[config.mk]
export PLATFORM = sky130hd
export DESIGN_NAME = demux_sequencer
export DESIGN_NICKNAME = d
export VERILOG_FILES = /design/src/rtl/demux_seq_pkg.sv /design/src/rtl/demux_sequencer_rr_next_channel.sv /design/src/rtl/demux_sequencer.sv
export SDC_FILE = /design/constraint.sdc
export NUM_CORES = 1
export LEC_CHECK = 0
export ABC_AREA = 1
export BUFFER_PORTS_ARGS = -buffer_cell sky130_fd_sc_hd__buf_4
export CAP_MARGIN = 20
export CORE_ASPECT_RATIO = 1.1
export CORE_UTILIZATION = 45
export CTS_CLUSTER_DIAMETER = 40
export DETAILED_ROUTE_END_ITERATION = 10
export HOLD_SLACK_MARGIN = 0.1
export PLACE_DENSITY = 0.74
export SYNTH_ARGS = -nofsm -noshare
export SYNTH_HDL_FRONTEND = slang
export SYNTH_HIERARCHICAL = 1
export SYNTH_SLANG_ARGS = --single-unit
[constraint.sdc]
create_clock -name clk -period 1.65 [get_ports clk]
set_input_delay 0.165 -clock clk [delete_from_list [all_inputs] [get_ports clk]]
set_output_delay 0.165 -clock clk [all_outputs]
set_load 0.005 [all_outputs]
[src/rtl/demux_seq_pkg.sv]
// rtl/demux_seq_pkg.sv - shared types and widths for the demux sequencer
// Channel count, state encoding and counter helpers used by demux_sequencer.
package demux_seq_pkg;

  localparam int NUM_CH = 4;
  localparam int CH_W   = 2;
  localparam int CNT_W  = 8;

  typedef enum logic {
    IDLE = 1'b0,
    HOLD = 1'b1
  } state_t;

  function automatic logic [CNT_W-1:0] sat_inc(input logic [CNT_W-1:0] v);
    return (v == {CNT_W{1'b1}}) ? v : v + CNT_W'(1);
  endfunction

endpackage

[src/rtl/demux_sequencer_rr_next_channel.sv]
// rtl/demux_sequencer_rr_next_channel.sv - round-robin grant over enabled channels
// Picks the first enabled channel after last_sel, wrapping 3->0.
module rr_next_channel
  import demux_seq_pkg::*;
(
  input  logic [CH_W-1:0]   last_sel,
  input  logic [NUM_CH-1:0] ch_enable,
  output logic [CH_W-1:0]   grant,
  output logic              any_en
);

  logic [CH_W-1:0] cand;
  logic            found;

  always_comb begin
    grant = last_sel;
    cand  = last_sel;
    found = 1'b0;
    // Offset 4 truncates to 0, so last_sel itself is tried last.
    for (int i = 1; i <= NUM_CH; i++) begin
      cand = last_sel + CH_W'(i);
      if (!found && ch_enable[cand]) begin
        grant = cand;
        found = 1'b1;
      end
    end
  end

  assign any_en = |ch_enable;

endmodule

[src/rtl/demux_sequencer.sv]
// rtl/demux_sequencer.sv - round-robin feeder driving a 4-channel demux data/sel
// Optional per-channel delivery counters enabled by macro DEMUX_SEQ_COUNT_EN.
module demux_sequencer
  import demux_seq_pkg::*;
#(
  parameter int WIDTH = 4,
  parameter int DWELL = 3
) (
  input  logic                  clk,
  input  logic                  reset_n,
  input  logic [WIDTH-1:0]      in_data,
  input  logic                  in_valid,
  output logic                  in_ready,
  input  logic [NUM_CH-1:0]     ch_enable,
  output logic [WIDTH-1:0]      data,
  output logic [CH_W-1:0]       sel,
  output logic                  active,
  output logic [NUM_CH*CNT_W-1:0] ch_count
);

  localparam logic [CNT_W-1:0] RELOAD = CNT_W'(DWELL - 1);

  state_t           state, state_nxt;
  logic [CNT_W-1:0] cnt, cnt_nxt;
  logic [WIDTH-1:0] data_nxt;
  logic [CH_W-1:0]  sel_nxt;
  logic [CH_W-1:0]  last_sel, last_sel_nxt;
  logic [CH_W-1:0]  grant;
  logic             any_en;
  logic             xfer;

  rr_next_channel u_rr (
    .last_sel  (last_sel),
    .ch_enable (ch_enable),
    .grant     (grant),
    .any_en    (any_en)
  );

  assign in_ready = any_en && ((state == IDLE) || (cnt == '0));
  assign xfer     = in_valid && in_ready;
  assign active   = (state == HOLD);

  always_comb begin
    state_nxt    = state;
    cnt_nxt      = cnt;
    data_nxt     = data;
    sel_nxt      = sel;
    last_sel_nxt = last_sel;
    if (xfer) begin
      state_nxt    = HOLD;
      cnt_nxt      = RELOAD;
      data_nxt     = in_data;
      sel_nxt      = grant;
      last_sel_nxt = grant;
    end else if (state == HOLD) begin
      if (cnt != '0) begin
        cnt_nxt = cnt - CNT_W'(1);
      end else begin
        // Idle drives zero so every demux output reads 0; sel keeps its value.
        state_nxt = IDLE;
        data_nxt  = '0;
      end
    end
  end

  always_ff @(posedge clk) begin
    if (!reset_n) begin
      state    <= IDLE;
      cnt      <= '0;
      data     <= '0;
      sel      <= '0;
      last_sel <= 2'b11;
    end else begin
      state    <= state_nxt;
      cnt      <= cnt_nxt;
      data     <= data_nxt;
      sel      <= sel_nxt;
      last_sel <= last_sel_nxt;
    end
  end

`ifdef DEMUX_SEQ_COUNT_EN
  logic [CNT_W-1:0] dcnt [NUM_CH];

  always_ff @(posedge clk) begin
    if (!reset_n) begin
      for (int n = 0; n < NUM_CH; n++) dcnt[n] <= '0;
    end else if (xfer) begin
      dcnt[grant] <= sat_inc(dcnt[grant]);
    end
  end

  for (genvar g = 0; g < NUM_CH; g++) begin : g_cnt
    assign ch_count[g*CNT_W +: CNT_W] = dcnt[g];
  end
`else
  assign ch_count = '0;
`endif

endmodule

* Word level (Yosys, flattened, before mapping)
Cells that the tools add are included.
Cells by class: add/sub/neg operators 4, $lt $le $gt $ge 4, equality and inequality tests 1, multiplexer cells 24, bitwise operators 2, reductions and logical operators 18
Operators with widths (number):
- $mux W2 | 7
- $lt A2 B3 Y1 const B | 4
- $mux W4 | 3
- $mux W1 | 10
- $bmux W1 S2 | 4
- $logic_not A8 Y1 | 1
- $reduce_bool A8 Y1 | 1
- $sub A8 B1 Y8 const B | 1
- $reduce_and A2 Y1 | 3
- $logic_and A1 B1 Y1 | 5
- $add A2 B2 Y2 const B | 2
- $reduce_bool A2 Y1 | 2
- $reduce_or A4 Y1 | 1
- $logic_not A1 Y1 | 3
- $add A2 B1 Y2 const B | 1
- $ne A2 B2 Y1 const B | 1
- $not A1 Y1 | 2
- $reduce_or A2 Y1 | 1
- $logic_or A1 B1 Y1 | 1
Word-level totals: register bits after elaboration 17, input bits 11, output and inout bits 40, word-level logic and storage cells 59

* Longest topological paths before layout
word-level depth 13, gate-level depth with buffers 12, depth with buffers taken out 11

* Cells and area by module
The synthesis kept the hierarchy.
By module, submodules not included:
- demux_sequencer | instances 1, cells an instance 156, area each 1116.1 µm²
- rr_next_channel | instances 1, cells an instance 44, area each 254.0 µm²

* Worst setup path after synthesis
Ideal clock, no wire load.
path kind input to register, start point input port ch_enable[1], end point register data[0], arrival 1.268 ns, data required time 1.580 ns, setup slack 0.312 ns, cell stages on the path 6, buffers on the path 0, path through or4_1 > inv_1 > o21ai_0 > nand2_1 > nand2_1 > a21oi_1
Between the ends: word-level cells in the longest chain between the ends 5, elaborated cells between the ends (all ways) 7, classes of those cells 1 x eq/ne; 1 x mux; 5 x reduce/logical
RTL lines:
- start: declaration | RTL line demux_sequencer.sv:14 | input logic [NUM_CH-1:0] ch_enable,
- $reduce_or A4 Y1 (*) | RTL line demux_sequencer_rr_next_channel.sv:29 | assign any_en = |ch_enable;
- $logic_and A1 B1 Y1 (*) | RTL line demux_sequencer.sv:39 | assign in_ready = any_en && ((state == IDLE) || (cnt == '0));
- $logic_and A1 B1 Y1 (*) | RTL line demux_sequencer.sv:40 | assign xfer = in_valid && in_ready;
- $ne A2 B2 Y1 (no source line) or $reduce_bool A2 Y1 (tied branches)
- $reduce_and A2 Y1 (no source line)
- end signal: assignment | RTL line demux_sequencer.sv:76 | data <= data_nxt;
- end: declaration | RTL line demux_sequencer.sv:15 | output logic [WIDTH-1:0] data,
Every way passes the cells marked *; elsewhere a longest branch is shown, timed or not. A chain may end at the register's enable or synchronous reset.

* Final worst setup path
start point register cnt[1], end point output port in_ready
Between the ends: word-level cells in the longest chain between the ends 3
RTL lines:
- start: declaration | RTL line demux_sequencer.sv:24 | logic [CNT_W-1:0] cnt, cnt_nxt;
- start signal: assignment | RTL line demux_sequencer.sv:75 | cnt <= cnt_nxt;
- $logic_not A8 Y1 | RTL line demux_sequencer.sv:39
- $logic_or A1 B1 Y1 | RTL line demux_sequencer.sv:39
- $logic_and A1 B1 Y1 | RTL line demux_sequencer.sv:39
- end: declaration | RTL line demux_sequencer.sv:13 | output logic in_ready,
No other way between the ends.

==> flow_results.xml <==
<?xml version="1.0" encoding="UTF-8"?>
<metrics>
  <group name="outcome">
    <metric name="run_status" unit="">finished, final reports clean</metric>
  </group>
  <group name="logic_synthesis">
    <metric name="main_combinational_cell_family_by_area_after_synthesis" unit="">simple AND/OR/NAND/NOR gates</metric>
    <metric name="synthesis.yosys.warnings" unit="">6</metric>
    <metric name="avgSynthCellArea" unit="um2">6.85</metric>
    <metric name="synth.area.mux_share" unit="">0</metric>
    <metric name="synth.ff_latch_count" unit="">17</metric>
    <metric name="netlist_instances" unit="">200</metric>
    <metric name="synth.distinct_cells" unit="">27</metric>
    <metric name="yosys.area.top_type_share" unit="">0.248</metric>
    <metric name="synth_top_area_cell" unit="">sky130_fd_sc_hd__dfxtp_1</metric>
    <metric name="synth_seq_area_share" unit="">0.248</metric>
    <metric name="synth-simple-area-share" unit="">0.363</metric>
    <metric name="yosys.area_share.xor_xnor" unit="">0.0256</metric>
    <metric name="mappedNetlistArea" unit="mm2">0.00137</metric>
    <metric name="post_synth_main_area_contributors" unit="">sky130_fd_sc_hd__dfxtp_1 (25%), sky130_fd_sc_hd__buf_4 (18%), sky130_fd_sc_hd__nand2_1 (15%)</metric>
    <metric name="synth-compound-area-share" unit="">0.0849</metric>
    <metric name="post_synth_fa_ha_maj_area_fraction" unit="">0.0183</metric>
  </group>
  <group name="setup_path">
    <metric name="endpoint_kind" unit="">output port</metric>
    <metric name="critical_path.reg2reg.endpoint" unit="">last_sel[1]</metric>
    <metric name="worstSetupEndpoint" unit="">in_ready</metric>
    <metric name="worst-endpoint-arrival" unit="ps">1330</metric>
    <metric name="setup_crit_start_kind" unit="">flip-flop</metric>
    <metric name="critPathMaxStageDelay" unit="ps">370</metric>
    <metric name="path_common_cell" unit="">sky130_fd_sc_hd__nor2_1</metric>
    <metric name="crit_path_max_fanout" unit="">3</metric>
    <metric name="worst-setup-path-type" unit="">reg2out</metric>
    <metric name="worstSetupStartpoint" unit="">cnt[1]</metric>
    <metric name="rr_worst_depth" unit="">12</metric>
    <metric name="cp.depth" unit="">7</metric>
    <metric name="cp_cell_sequence" unit="">inv_1 -&gt; ha_1 -&gt; nand3_1 -&gt; nor2_1 -&gt; nor2_2 -&gt; nor2_1 -&gt; buf_4</metric>
    <metric name="setup.reg_to_reg.worst_slack" unit="ps">210</metric>
    <metric name="slowest_stage" unit="">sky130_fd_sc_hd__dfxtp_1</metric>
    <metric name="r2r_start" unit="">last_sel[0]</metric>
    <metric name="worst_path_dominant_cell_family" unit="">flip-flops</metric>
    <metric name="path_buf_inv" unit="">2</metric>
    <metric name="worst_ep_required_time" unit="ps">1480</metric>
  </group>
  <group name="die">
    <metric name="coreArea" unit="mm2">0.00283</metric>
    <metric name="dieArea" unit="mm2">0.00327</metric>
    <metric name="chipWidth" unit="um">54.6</metric>
    <metric name="starting_density_of_the_core" unit="">0.485</metric>
    <metric name="design.portCount" unit="">51</metric>
    <metric name="placement_rows" unit="">20</metric>
    <metric name="die_height" unit="um">59.9</metric>
  </group>
  <group name="timing">
    <metric name="fin_ws" unit="ps">152</metric>
    <metric name="totalNegativeSetupSlack" unit="ps">0</metric>
    <metric name="finalSetupViolations" unit="">0</metric>
    <metric name="final-max-slew-violation-count" unit="">0</metric>
    <metric name="max_freq" unit="MHz">667</metric>
    <metric name="finalHoldViolCount" unit="">0</metric>
    <metric name="rsz0062_at_grt" unit="">no</metric>
    <metric name="layout_worst_path_cycle_share" unit="">0.908</metric>
    <metric name="final.min_clock_period" unit="ps">1500</metric>
    <metric name="fin_skew" unit="ps">2.28</metric>
  </group>
  <group name="drt">
    <metric name="via_total_after_detailed_routing" unit="">1174</metric>
    <metric name="ant_nets" unit="">0</metric>
    <metric name="drt_first_pass_iters" unit="">4</metric>
    <metric name="detail_route.iter0.violations" unit="">29</metric>
    <metric name="drt_drc_violations_left" unit="">0</metric>
    <metric name="post_drt_wl_per_cell" unit="um">9.42</metric>
    <metric name="route.detailed.vias_per_inst" unit="">4.57</metric>
    <metric name="detail_route.wirelength" unit="um">2420</metric>
  </group>
  <group name="layout">
    <metric name="highest_count_cells_in_the_layout_ignoring_fill_and_taps" unit="">sky130_fd_sc_hd__nand2_1 (54), sky130_fd_sc_hd__conb_1 (32), sky130_fd_sc_hd__buf_4 (24)</metric>
    <metric name="layout.filler_cells" unit="">310</metric>
    <metric name="postLayoutCellArea" unit="mm2">0.00147</metric>
    <metric name="final-seq-area" unit="um2">340</metric>
    <metric name="post_layout_nonfiller_instances" unit="">257</metric>
    <metric name="final_util" unit="">0.520</metric>
    <metric name="design.final.nets" unit="">238</metric>
    <metric name="antenna_cells_inserted" unit="">0</metric>
    <metric name="mostFrequentLayoutCell" unit="">sky130_fd_sc_hd__nand2_1</metric>
    <metric name="multi_input_comb_area" unit="um2">793</metric>
    <metric name="drive_above_1_share" unit="">0.237</metric>
    <metric name="area.growth.synth_to_final" unit="%">7.31</metric>
  </group>
  <group name="pwr">
    <metric name="p_comb_frac" unit="">0.449</metric>
    <metric name="power.static_leakage" unit="uW">0.000772</metric>
    <metric name="peakVddDrop" unit="mV">0.547</metric>
    <metric name="total_switching_power" unit="uW">543</metric>
    <metric name="power_per_cell_area" unit="mW/mm2">905</metric>
    <metric name="netSwitchingFraction" unit="">0.408</metric>
    <metric name="clock_power_share" unit="">0.180</metric>
    <metric name="share_seq_of_total_power" unit="">0.372</metric>
    <metric name="cell_int_power" unit="uW">788</metric>
  </group>
  <group name="place">
    <metric name="detailed_place_hpwl" unit="um">1910</metric>
    <metric name="io_buffers" unit="">18</metric>
    <metric name="finalWeightedCongestion" unit="">0.821</metric>
    <metric name="post_placement_setup_slack" unit="ps">125</metric>
    <metric name="dp.cells" unit="">252</metric>
    <metric name="placed_instance_area" unit="mm2">0.00143</metric>
  </group>
  <group name="clock_tree">
    <metric name="cts.path.max_buffers" unit="">2</metric>
    <metric name="cts.clk_slew.worst_paths" unit="ps">110</metric>
    <metric name="clock_tree.root_cell" unit="">sky130_fd_sc_hd__clkbuf_4</metric>
    <metric name="cts_tree" unit="">done</metric>
    <metric name="cts-htree-levels" unit="">1</metric>
    <metric name="clock-sinks" unit="">17</metric>
    <metric name="total_cts_buffers" unit="">3</metric>
    <metric name="cts.repair_timing.setup_buffer_count" unit="">0</metric>
    <metric name="clkLatencyLatePin" unit="ps">300</metric>
  </group>
  <group name="global_route">
    <metric name="maximum_number_of_pins_on_one_net_before_global_route_repair" unit="">12</metric>
    <metric name="grt_first_pass_wirelength" unit="um">4140</metric>
    <metric name="gr-total-overflow" unit="">0</metric>
    <metric name="vias_in_the_first_global_route" unit="">1013</metric>
    <metric name="total_global_route_track_usage" unit="">0.172</metric>
    <metric name="grt_antenna_before_repair" unit="">0</metric>
  </group>
  <group name="run">
    <metric name="max_cap_violations" unit="">0</metric>
  </group>
  <group name="min_path">
    <metric name="holdCritPathClass" unit="">in2reg</metric>
  </group>
</metrics>
## sequential cells by signal (all words and copies together) (netlist names)
name      cells
cnt           8
last_sel      2
active        1
data          4
sel           2
## worst min-delay path by stage
stage          startpoint     endpoint  slack [ps]  depth (start not counted)
4_1_cts        in_data[3]      data[3]         130                          3
3_5_place_dp      reset_n  last_sel[0]         420                          2
2_1_floorplan  in_data[0]      data[0]         340                          2
5_1_grt        in_data[3]      data[3]         140                          3
6_report       in_data[3]      data[3]         140                          3
3_3_place_gp      reset_n  last_sel[1]         420                          2
## tightest hold or removal path, cell delays in order
cell                      delay, ps
sky130_fd_sc_hd__buf_4          110
sky130_fd_sc_hd__nand4_1         70
sky130_fd_sc_hd__a21oi_1         60
## kinds of logic (layout without fill, tap and decap cells)
logic type | after synthesis | in the layout
XOR/XNOR | 4 | 4
AO/OA/AOI/OAI | 22 | 22
flip-flops | 17 | 17
buffers and inverters | 54 | 47
adder cells (fa/ha/maj) | 2 | 2
other | 1 | 32
AND/OR/NAND/NOR | 100 | 100
## per-layer routing
metal / share of wire / vias to the layer above / global-route usage / wire length (um)
met5: 0 / - / 0 / 0
met3: 0.041 / 2 / 0.0534 / 99
met1: 0.45 / 525 / 0.199 / 1100
li1: - / 619 / - / -
met4: 0.0041 / 0 / 0.0330 / 10
met2: 0.50 / 28 / 0.305 / 1220
## final cells by class
class | count | share of cell area
clock buffer | 3 | 0.0153
inverter | 18 | 0.0511
tap | 33 | 0.0281
clock inverter | 1 | 0.00511
timing repair buffer | 25 | 0.129
sequential | 17 | 0.231
multi-input combinational | 160 | 0.540
## cells in the mapped netlist, drive strengths merged
cell	number
dfxtp	17
inv	18
o31ai	1
buf	35
xor2	4
conb	1
or4	1
nor2	11
nand4	5
o21ai	5
clkbuf	1
nand2	67
ha	2
a21oi	16
nand3	16
## power groups by stage
stage                     clock network, uW  registers [uW]  logic, uW
after floorplan                           0             496        521
after global placement                    0             504        588
after detailed placement                  0             504        597
after CTS                               247             495        602
after global routing                    265             501        680
final                                   239             495        597
## per-stage QoR
stage | power (uW) | hold slack, ps
floorplan | 1020 | 336
global placement | 1090 | 419
detailed placement | 1100 | 419
CTS | 1340 | 131
global route | 1450 | 139
finish | 1330 | 137
## timing repair
action                    4_1_cts  5_1_grt
hold endpoints to repair        1        0
resized for setup               0        0
hold buffers                    1        0
Note: power is estimated with default switching activity, not from simulation.
